===== config.mk =====
export PLATFORM = sky130hd
export DESIGN_NAME = apple1_bus_fabric
export DESIGN_NICKNAME = d
export VERILOG_FILES = /design/src/rtl/apple1_bus_fabric.sv
export SDC_FILE = /design/constraint.sdc
export NUM_CORES = 1
export LEC_CHECK = 0
export CAP_MARGIN = 5
export CORE_ASPECT_RATIO = 1.5
export CORE_UTILIZATION = 22
export DETAILED_ROUTE_END_ITERATION = 7
export PLACE_DENSITY = 0.74
export SYNTH_ARGS = -nofsm -noshare
export SYNTH_HDL_FRONTEND = slang
export SYNTH_SLANG_ARGS = --single-unit

===== constraint.sdc =====
create_clock -name clk14 -period 1.5 [get_ports clk14]
set_clock_uncertainty 0.1 [all_clocks]
set_input_delay 0.3 -clock clk14 [delete_from_list [all_inputs] [get_ports clk14]]
set_output_delay 0.3 -clock clk14 [all_outputs]
set_load 0.03 [all_outputs]

===== src/rtl/apple1_bus_fabric.sv =====
// CPU bus fabric for the Apple-1 6502: table-driven slot decode, read-data mux and
// stall control with per-slot wait states, ack-terminated slots, timeout and sticky bus error.
module apple1_bus_fabric #(
  parameter int                        NSLOT     = 8,
  parameter logic [16*NSLOT-1:0]       SLOT_BASE = '0,
  parameter logic [16*NSLOT-1:0]       SLOT_MASK = '0,
  parameter int                        WAIT_W    = 4,
  parameter logic [WAIT_W*NSLOT-1:0]   SLOT_WAIT = '0,
  parameter logic [NSLOT-1:0]          SLOT_ACK  = '0,
  parameter int                        TIMEOUT   = 255
) (
  input  logic               clk14,
  input  logic               rst,
  input  logic               cpu_clken,
  input  logic [15:0]        ab,
  input  logic               we,
  input  logic [7:0]         dbo,
  output logic [7:0]         dbi,
  output logic               cpu_ready,
  output logic [NSLOT-1:0]   slot_cs,
  output logic [NSLOT-1:0]   slot_we,
  output logic [7:0]         slot_din,
  input  logic [NSLOT*8-1:0] slot_dout,
  input  logic [NSLOT-1:0]   slot_ack,
  output logic               bus_err,
  input  logic               bus_err_clr
);

  if (NSLOT < 1 || NSLOT > 16) begin : g_bad_nslot
    $error("apple1_bus_fabric: NSLOT must be 1..16");
  end
  if (TIMEOUT < 1 || TIMEOUT > 65535) begin : g_bad_timeout
    $error("apple1_bus_fabric: TIMEOUT must be 1..65535");
  end

  typedef enum logic [1:0] {
    S_IDLE = 2'd0,
    S_WAIT = 2'd1,
    S_DONE = 2'd2
  } state_t;

  state_t              state_r, state_n;
  logic [3:0]          sel_r, sel_n;
  logic [WAIT_W-1:0]   wcnt_r, wcnt_n;
  logic [15:0]         tcnt_r, tcnt_n;
  logic [7:0]          rdata_r, rdata_n;
  logic                bus_err_r;
  logic                err_set_s;

  logic                hit_any_s;
  logic [3:0]          hit_idx_s;
  logic [WAIT_W-1:0]   hit_wait_s;
  logic                hit_ack_s;
  logic [7:0]          hit_dout_s;
  logic                sel_ack_s;
  logic                sel_acked_s;
  logic [7:0]          sel_dout_s;

  logic [3:0]          cs_idx_s;
  logic                cs_valid_s;
  logic                ready_s;
  logic [7:0]          dbi_s;
  logic [NSLOT-1:0]    cs_s;
  logic [NSLOT-1:0]    we_s;

  function automatic logic [NSLOT-1:0] onehot(input logic [3:0] idx);
    return NSLOT'(1'b1) << idx;
  endfunction

  // Address decode; scanning downward lets the lowest matching index win
  always_comb begin
    hit_any_s = 1'b0;
    hit_idx_s = 4'd0;
    for (int i = NSLOT - 1; i >= 0; i--) begin
      if (((ab ^ SLOT_BASE[16*i +: 16]) & SLOT_MASK[16*i +: 16]) == 16'h0000) begin
        hit_any_s = 1'b1;
        hit_idx_s = 4'(i);
      end else begin
        hit_any_s = hit_any_s;
      end
    end
  end

  // Per-slot attributes of the decoded slot and of the latched slot
  always_comb begin
    hit_wait_s  = WAIT_W'(SLOT_WAIT >> (WAIT_W * int'(hit_idx_s)));
    hit_ack_s   = 1'(SLOT_ACK >> hit_idx_s);
    hit_dout_s  = 8'(slot_dout >> (8 * int'(hit_idx_s)));
    sel_ack_s   = 1'(SLOT_ACK >> sel_r);
    sel_acked_s = 1'(slot_ack >> sel_r);
    sel_dout_s  = 8'(slot_dout >> (8 * int'(sel_r)));
  end

  // Next-state and bus outputs
  always_comb begin
    state_n    = state_r;
    sel_n      = sel_r;
    wcnt_n     = wcnt_r;
    tcnt_n     = tcnt_r;
    rdata_n    = rdata_r;
    err_set_s  = 1'b0;
    cs_idx_s   = sel_r;
    cs_valid_s = 1'b1;
    ready_s    = 1'b0;
    dbi_s      = rdata_r;
    case (state_r)
      S_IDLE: begin
        cs_idx_s   = hit_idx_s;
        cs_valid_s = hit_any_s;
        ready_s    = ~hit_any_s | ((hit_wait_s == {WAIT_W{1'b0}}) & ~hit_ack_s);
        dbi_s      = hit_any_s ? hit_dout_s : 8'hFF;
        if (cpu_clken && !ready_s) begin
          state_n = S_WAIT;
          sel_n   = hit_idx_s;
          wcnt_n  = hit_wait_s;
          tcnt_n  = 16'd0;
        end else begin
          state_n = S_IDLE;
        end
      end
      S_WAIT: begin
        if (!sel_ack_s) begin
          wcnt_n = (wcnt_r == {WAIT_W{1'b0}}) ? wcnt_r : wcnt_r - WAIT_W'(1);
          if (wcnt_r <= WAIT_W'(1)) begin
            rdata_n = sel_dout_s;
            state_n = S_DONE;
          end else begin
            state_n = S_WAIT;
          end
        end else begin
          // Ack is tested before the timeout so a last-cycle ack is not an error
          tcnt_n = (tcnt_r == 16'(TIMEOUT - 1)) ? tcnt_r : tcnt_r + 16'd1;
          if (sel_acked_s) begin
            rdata_n = sel_dout_s;
            state_n = S_DONE;
          end else if (tcnt_r == 16'(TIMEOUT - 1)) begin
            rdata_n   = 8'hFF;
            err_set_s = 1'b1;
            state_n   = S_DONE;
          end else begin
            state_n = S_WAIT;
          end
        end
      end
      S_DONE: begin
        ready_s = 1'b1;
        if (cpu_clken) begin
          state_n = S_IDLE;
        end else begin
          state_n = S_DONE;
        end
      end
      default: begin
        state_n = S_IDLE;
      end
    endcase
    cs_s = cs_valid_s ? onehot(cs_idx_s) : {NSLOT{1'b0}};
    we_s = (we & ready_s & cpu_clken & ~rst) ? cs_s : {NSLOT{1'b0}};
  end

  // FSM state, counters and captured read data
  always_ff @(posedge clk14 or posedge rst) begin
    if (rst) begin
      state_r <= S_IDLE;
      sel_r   <= 4'd0;
      wcnt_r  <= {WAIT_W{1'b0}};
      tcnt_r  <= 16'd0;
      rdata_r <= 8'hFF;
    end else begin
      state_r <= state_n;
      sel_r   <= sel_n;
      wcnt_r  <= wcnt_n;
      tcnt_r  <= tcnt_n;
      rdata_r <= rdata_n;
    end
  end

  // Sticky bus error; a timeout in the same cycle as a clear keeps the flag set
  always_ff @(posedge clk14 or posedge rst) begin
    if (rst) begin
      bus_err_r <= 1'b0;
    end else if (err_set_s) begin
      bus_err_r <= 1'b1;
    end else if (bus_err_clr) begin
      bus_err_r <= 1'b0;
    end else begin
      bus_err_r <= bus_err_r;
    end
  end

  assign dbi       = dbi_s;
  assign cpu_ready = ready_s;
  assign slot_cs   = cs_s;
  assign slot_we   = we_s;
  assign slot_din  = dbo;
  assign bus_err   = bus_err_r;

endmodule


Yosys cells after proc, flatten, opt, wreduce, memory -nomap -nowiden
Cells that the tools add are included.

storage, ports and cells
  input port bits = 101
  output and inout port bits = 34
  register bits after elaboration = 15

cells by class
  reductions and logical operators = 5
  bitwise operators = 5
  magnitude comparators = 1
  equal/unequal tests = 2
  add/sub/neg operators = 1
  mux-type cells = 8

operators by type and width
  kind                                                                              number
  8-bit 2-to-1 mux                                                                  2
  4-bit by 1-bit less-or-equal comparator with 1-bit output, second input constant  1
  4-bit logical NOT                                                                 1
  2-bit 2-to-1 mux                                                                  2
  2-bit one-hot mux with 2 select lines                                             1
  2-bit AND reduction                                                               2
  4-bit by 1-bit subtractor with 4-bit output, second input constant                1
  1-bit bitwise AND                                                                 3
  1-bit 2-to-1 mux                                                                  3
  2-bit by 1-bit == test with 1-bit output, second input constant                   1
  2-bit == test, second input constant                                              1
  2-bit logical NOT                                                                 1
  1-bit NOT                                                                         2
  2-bit OR reduction                                                                1

Logic depth before layout (Yosys ltp)
  depth after elaboration = 7
  depth in mapped cells = 5

Least setup slack after synthesis
No wires, ideal clock.

  path type = flip-flop to output port
  start = register state_r[0]
  end = output slot_we[0]
  path slack = -0.321 ns
  cell stages (with the launch flop) = 6
  arrival time = 1.421 ns
  cell sequence = dfrtp_1 -> inv_1 -> ha_1 -> buf_2 -> or2_2 -> and4_1

between the ends
  longest elaborated chain between the ends = 7

RTL lines
  element                                                    RTL line  source
  start, declared                                            42        state_t state_r, state_n;
  start signal, assigned                                     170       state_r <= state_n;
  2-bit == test / 2-bit logical NOT (equally long branches)  106       case (state_r)
  2-bit OR reduction (no line) *                             --
  1-bit 2-to-1 mux *                                         106
  via cpu_ready                                              19        output logic cpu_ready,
  1-bit bitwise AND * (3 in a row)                           158       we_s = (we & ready_s & cpu_clken & ~rst) ? cs_s : {NSLOT{1'b0}};
  1-bit 2-to-1 mux *                                         158
  end, declared                                              21        output logic [NSLOT-1:0] slot_we,

Mark *: on every way through the listed nets, which the timed path passes. The rest lies on a longest branch.

Final worst setup path
  start = register state_r[1]
  end = output slot_we[0]

between the ends
  longest elaborated chain between the ends = 7

RTL lines
  element                                                    RTL line
  2-bit == test / 2-bit logical NOT (equally long branches)  106
  2-bit OR reduction (no line) *                             --
  1-bit 2-to-1 mux *                                         106
  1-bit bitwise AND * (3 in a row)                           158
  1-bit 2-to-1 mux *                                         158

Mark *: on every way between the ends. The rest lies on a longest branch, timed or not.

==> flow_summary.ini <==
[pwr]
power.density_nw_per_um2 = 655.2
worst_ir_drop_vdd_mv = 0.5736
total_leakage_power_nw = 0.7084

[placed_design]
port_buffers = 21
place.gp.congestion = 0.7186
placedInstanceArea_um2 = 1170
detailed_place_hpwl_um = 1213

[cts]
root_buffer_master = sky130_fd_sc_hd__clkbuf_8
cts_buffers = 3
clkSlewWorstSetupHoldPaths_ps = 60
cts_tree = done
clk-insertion-delay-late_ps = 250
clk_path_buf_depth = 2
cts_hold_buf = 0
cts_sinks = 14
cts-htree-levels = 1

[setup_path]
arrival_ps = 1500
r2r-end = wcnt_r[3]
launching_element_type_of_the_critical_path = flip-flop
crit_path_max_incr_delay_ps = 370
cpLargestDelayFamily = flip-flops
path_class = reg -> out
timing.critical_path.fanout_max = 6
timing.reg2reg.setup_slack_ps = -140
timing.critical_path.mode_cell = sky130_fd_sc_hd__buf_6
required_ps = 1100
crit_path_top_delay_cell = sky130_fd_sc_hd__dfrtp_1
cp.buffers_inverters = 3
rr_worst_depth = 5
worstSetupEndpointType = output port
cp_cell_sequence = inv_2 -> ha_4 -> buf_6 -> or2_4 -> and4_4 -> buf_6
timing.rr.start = state_r[1]

[grt]
grt_max_degree = 15
first_global_vias = 631
global_route.usage.total_pct = 8.060
antenna_violations_before_repair = 0
overflow = 0
grt_first_pass_wirelength_um = 2829

[logic_synthesis]
synth_simple_gate_area_share_pct = 7.059
synthesis.area_um2 = 957.2
post_synth_fa_ha_maj_area_fraction_pct = 7.843
largest_family_of_logic_cells_by_synthesized_area = buffers and inverters
synthMostInstantiatedCell = sky130_fd_sc_hd__buf_4
yosys_warnings = 0
synth-xor-area-share_pct = 0.9150
synth_cell_type_count = 24
synth.area.top_cells = sky130_fd_sc_hd__dfstp_2 22%, sky130_fd_sc_hd__buf_4 19%, sky130_fd_sc_hd__mux2_2 19%, sky130_fd_sc_hd__dfrtp_1 16%, sky130_fd_sc_hd__ha_1 7.8%
synth.mux.area_fraction_pct = 19.87
synth.largest_area_cell = sky130_fd_sc_hd__dfstp_2
synth.avg_cell_area_um2 = 11.00
synth_seq_area_share_pct = 37.65
synth_flop_cell = sky130_fd_sc_hd__dfstp_2
top_post_synthesis_cells_by_count = 24 x sky130_fd_sc_hd__buf_4, 16 x sky130_fd_sc_hd__mux2_2, 8 x sky130_fd_sc_hd__dfstp_2
synth-edff-count = 0
synth.ff_latch_count = 14
synthesis.instances = 87
netlist.area_leader.share_pct = 21.96
synth_compound_gate_area_share_pct = 4.575
synth_async_sr_flop_share_pct = 100.0

[sta]
final_critical_path_share_of_the_clock_period_pct = 126.6
finalCriticalPeriod_ps = 1898
grt_setup_unrepaired = true
timing.final.max_slew_violations = 0
worst_hold_slack_ps = 298.7
fmax_mhz = 526.8
final_setup_viols = 17
hold_viol_final = 0
crit_path_setup_slack_layout_ps = -398.3

[floorplan]
io-pin-count = 135
initial_utilization_pct = 22.74
die-area_um2 = 4624
dieWidth_um = 55.86
core.rowCount = 29
die_y_um = 82.79
core_area_um2 = 4209

[flow_run]
cap_violations = 0

[drt]
drt_pre_antenna_iters = 5
drc_errors = 2
average_wire_per_cell_in_the_routed_design_um = 11.68
total_routed_length_um = 1962
vias_per_instance = 4.060
number_of_violations_reported_at_the_end_of_detailed_routing_iteration_0 = 4
dr_total_vias = 682
postRouteAntennaNets = 0

[run_status]
failed_checks = design-rule violations, negative setup slack
outcome = finished, violations left

[layout]
flip_flop_and_latch_area_um2 = 360.3
nFillCells = 418
num-nets-final = 230
multi_input_comb_area_um2 = 593.1
syn2layout_area_growth_pct = 53.86
fin_area_um2 = 1473
layout-drive-gt1-share_pct = 63.11
num_antenna_cells = 0

[min_path]
hp-class = in -> async
-- per-stage QoR --
stage	util [%]	power (mW)	TNS, ps	setup WS [ps]	instances
global route	34.99	1.000	-4725	-457.4	168
floorplan	-	0.5857	-910.2	-71.34	101
CTS	32.10	0.9651	-3744	-409.2	161
finish	34.99	0.9649	-3842	-398.3	168
detailed placement	27.79	0.5793	-6043	-648.0	153
global placement	27.79	0.5781	-5556	-614.8	153
-- layer usage --
layer  track usage, %  vias to the layer above  wire, um
met1            9.178                      333       769
met5                0                        -         0
met2            14.34                       30      1082
met4            3.659                        0        11
li1                 -                      317         -
met3            2.016                        2        97
-- cell families after synthesis --
kind of cell,Yosys count
compound gates,6
xor+xnor,1
fa+ha+maj,6
buf+inv,30
flops,14
mux,17
other cells,2
simple gates,11
-- state kept, by name, indices dropped and copies added (netlist names) --
name     count
state_r      2
wcnt_r       4
rdata_r      8
-- final cells by class --
cell class                 instances  area share, %
inverter                           5          1.274
multi-input combinational         57          40.27
clock buffer                       4          3.738
tap                               46          3.908
sequential                        14          24.47
timing repair buffer              42          26.34
-- worst reg2reg max path: stages (launching register included) --
cell	delay [ps]
sky130_fd_sc_hd__dfrtp_1	390
sky130_fd_sc_hd__inv_2	80
sky130_fd_sc_hd__buf_4	110
sky130_fd_sc_hd__ha_4	170
sky130_fd_sc_hd__or4b_4	480
sky130_fd_sc_hd__a21o_2	200
-- worst max path at each step --
stage,from,to,cells past startpoint
floorplan,wcnt_r[0],rdata_r[0],4
global placement,state_r[0],dbi[7],4
detailed placement,state_r[1],dbi[2],4
CTS,state_r[0],slot_we[0],6
global route,state_r[1],slot_we[0],6
finish,state_r[1],slot_we[0],6
-- placed cells by master, fill, tap and decap left out, types with 2 or more instances in the layout --
| cell type | count |
|---|---|
| sky130_fd_sc_hd__dfrtp_1 | 6 |
| sky130_fd_sc_hd__clkbuf_8 | 4 |
| sky130_fd_sc_hd__ha_2 | 2 |
| sky130_fd_sc_hd__buf_4 | 19 |
| sky130_fd_sc_hd__buf_6 | 12 |
| sky130_fd_sc_hd__dfstp_2 | 8 |
| sky130_fd_sc_hd__clkdlybuf4s50_1 | 11 |
| sky130_fd_sc_hd__inv_2 | 4 |
| sky130_fd_sc_hd__o21ai_0 | 2 |
| sky130_fd_sc_hd__mux2_4 | 15 |
| sky130_fd_sc_hd__nand2_1 | 2 |
| sky130_fd_sc_hd__ha_4 | 4 |
| sky130_fd_sc_hd__conb_1 | 16 |
-- power breakdown --
part           internal [mW]  total (mW)  switching, mW
sequential             0.398       0.404        0.00625
clock                  0.233       0.371          0.138
combinational         0.0822       0.190          0.108
-- what timing repair did --
item,CTS,global route
resized for setup,80,15
setup buffers,5,7
endpoints found under the setup margin,21,22
pin swaps,6,4
Note: power is estimated with default switching activity, not from simulation.
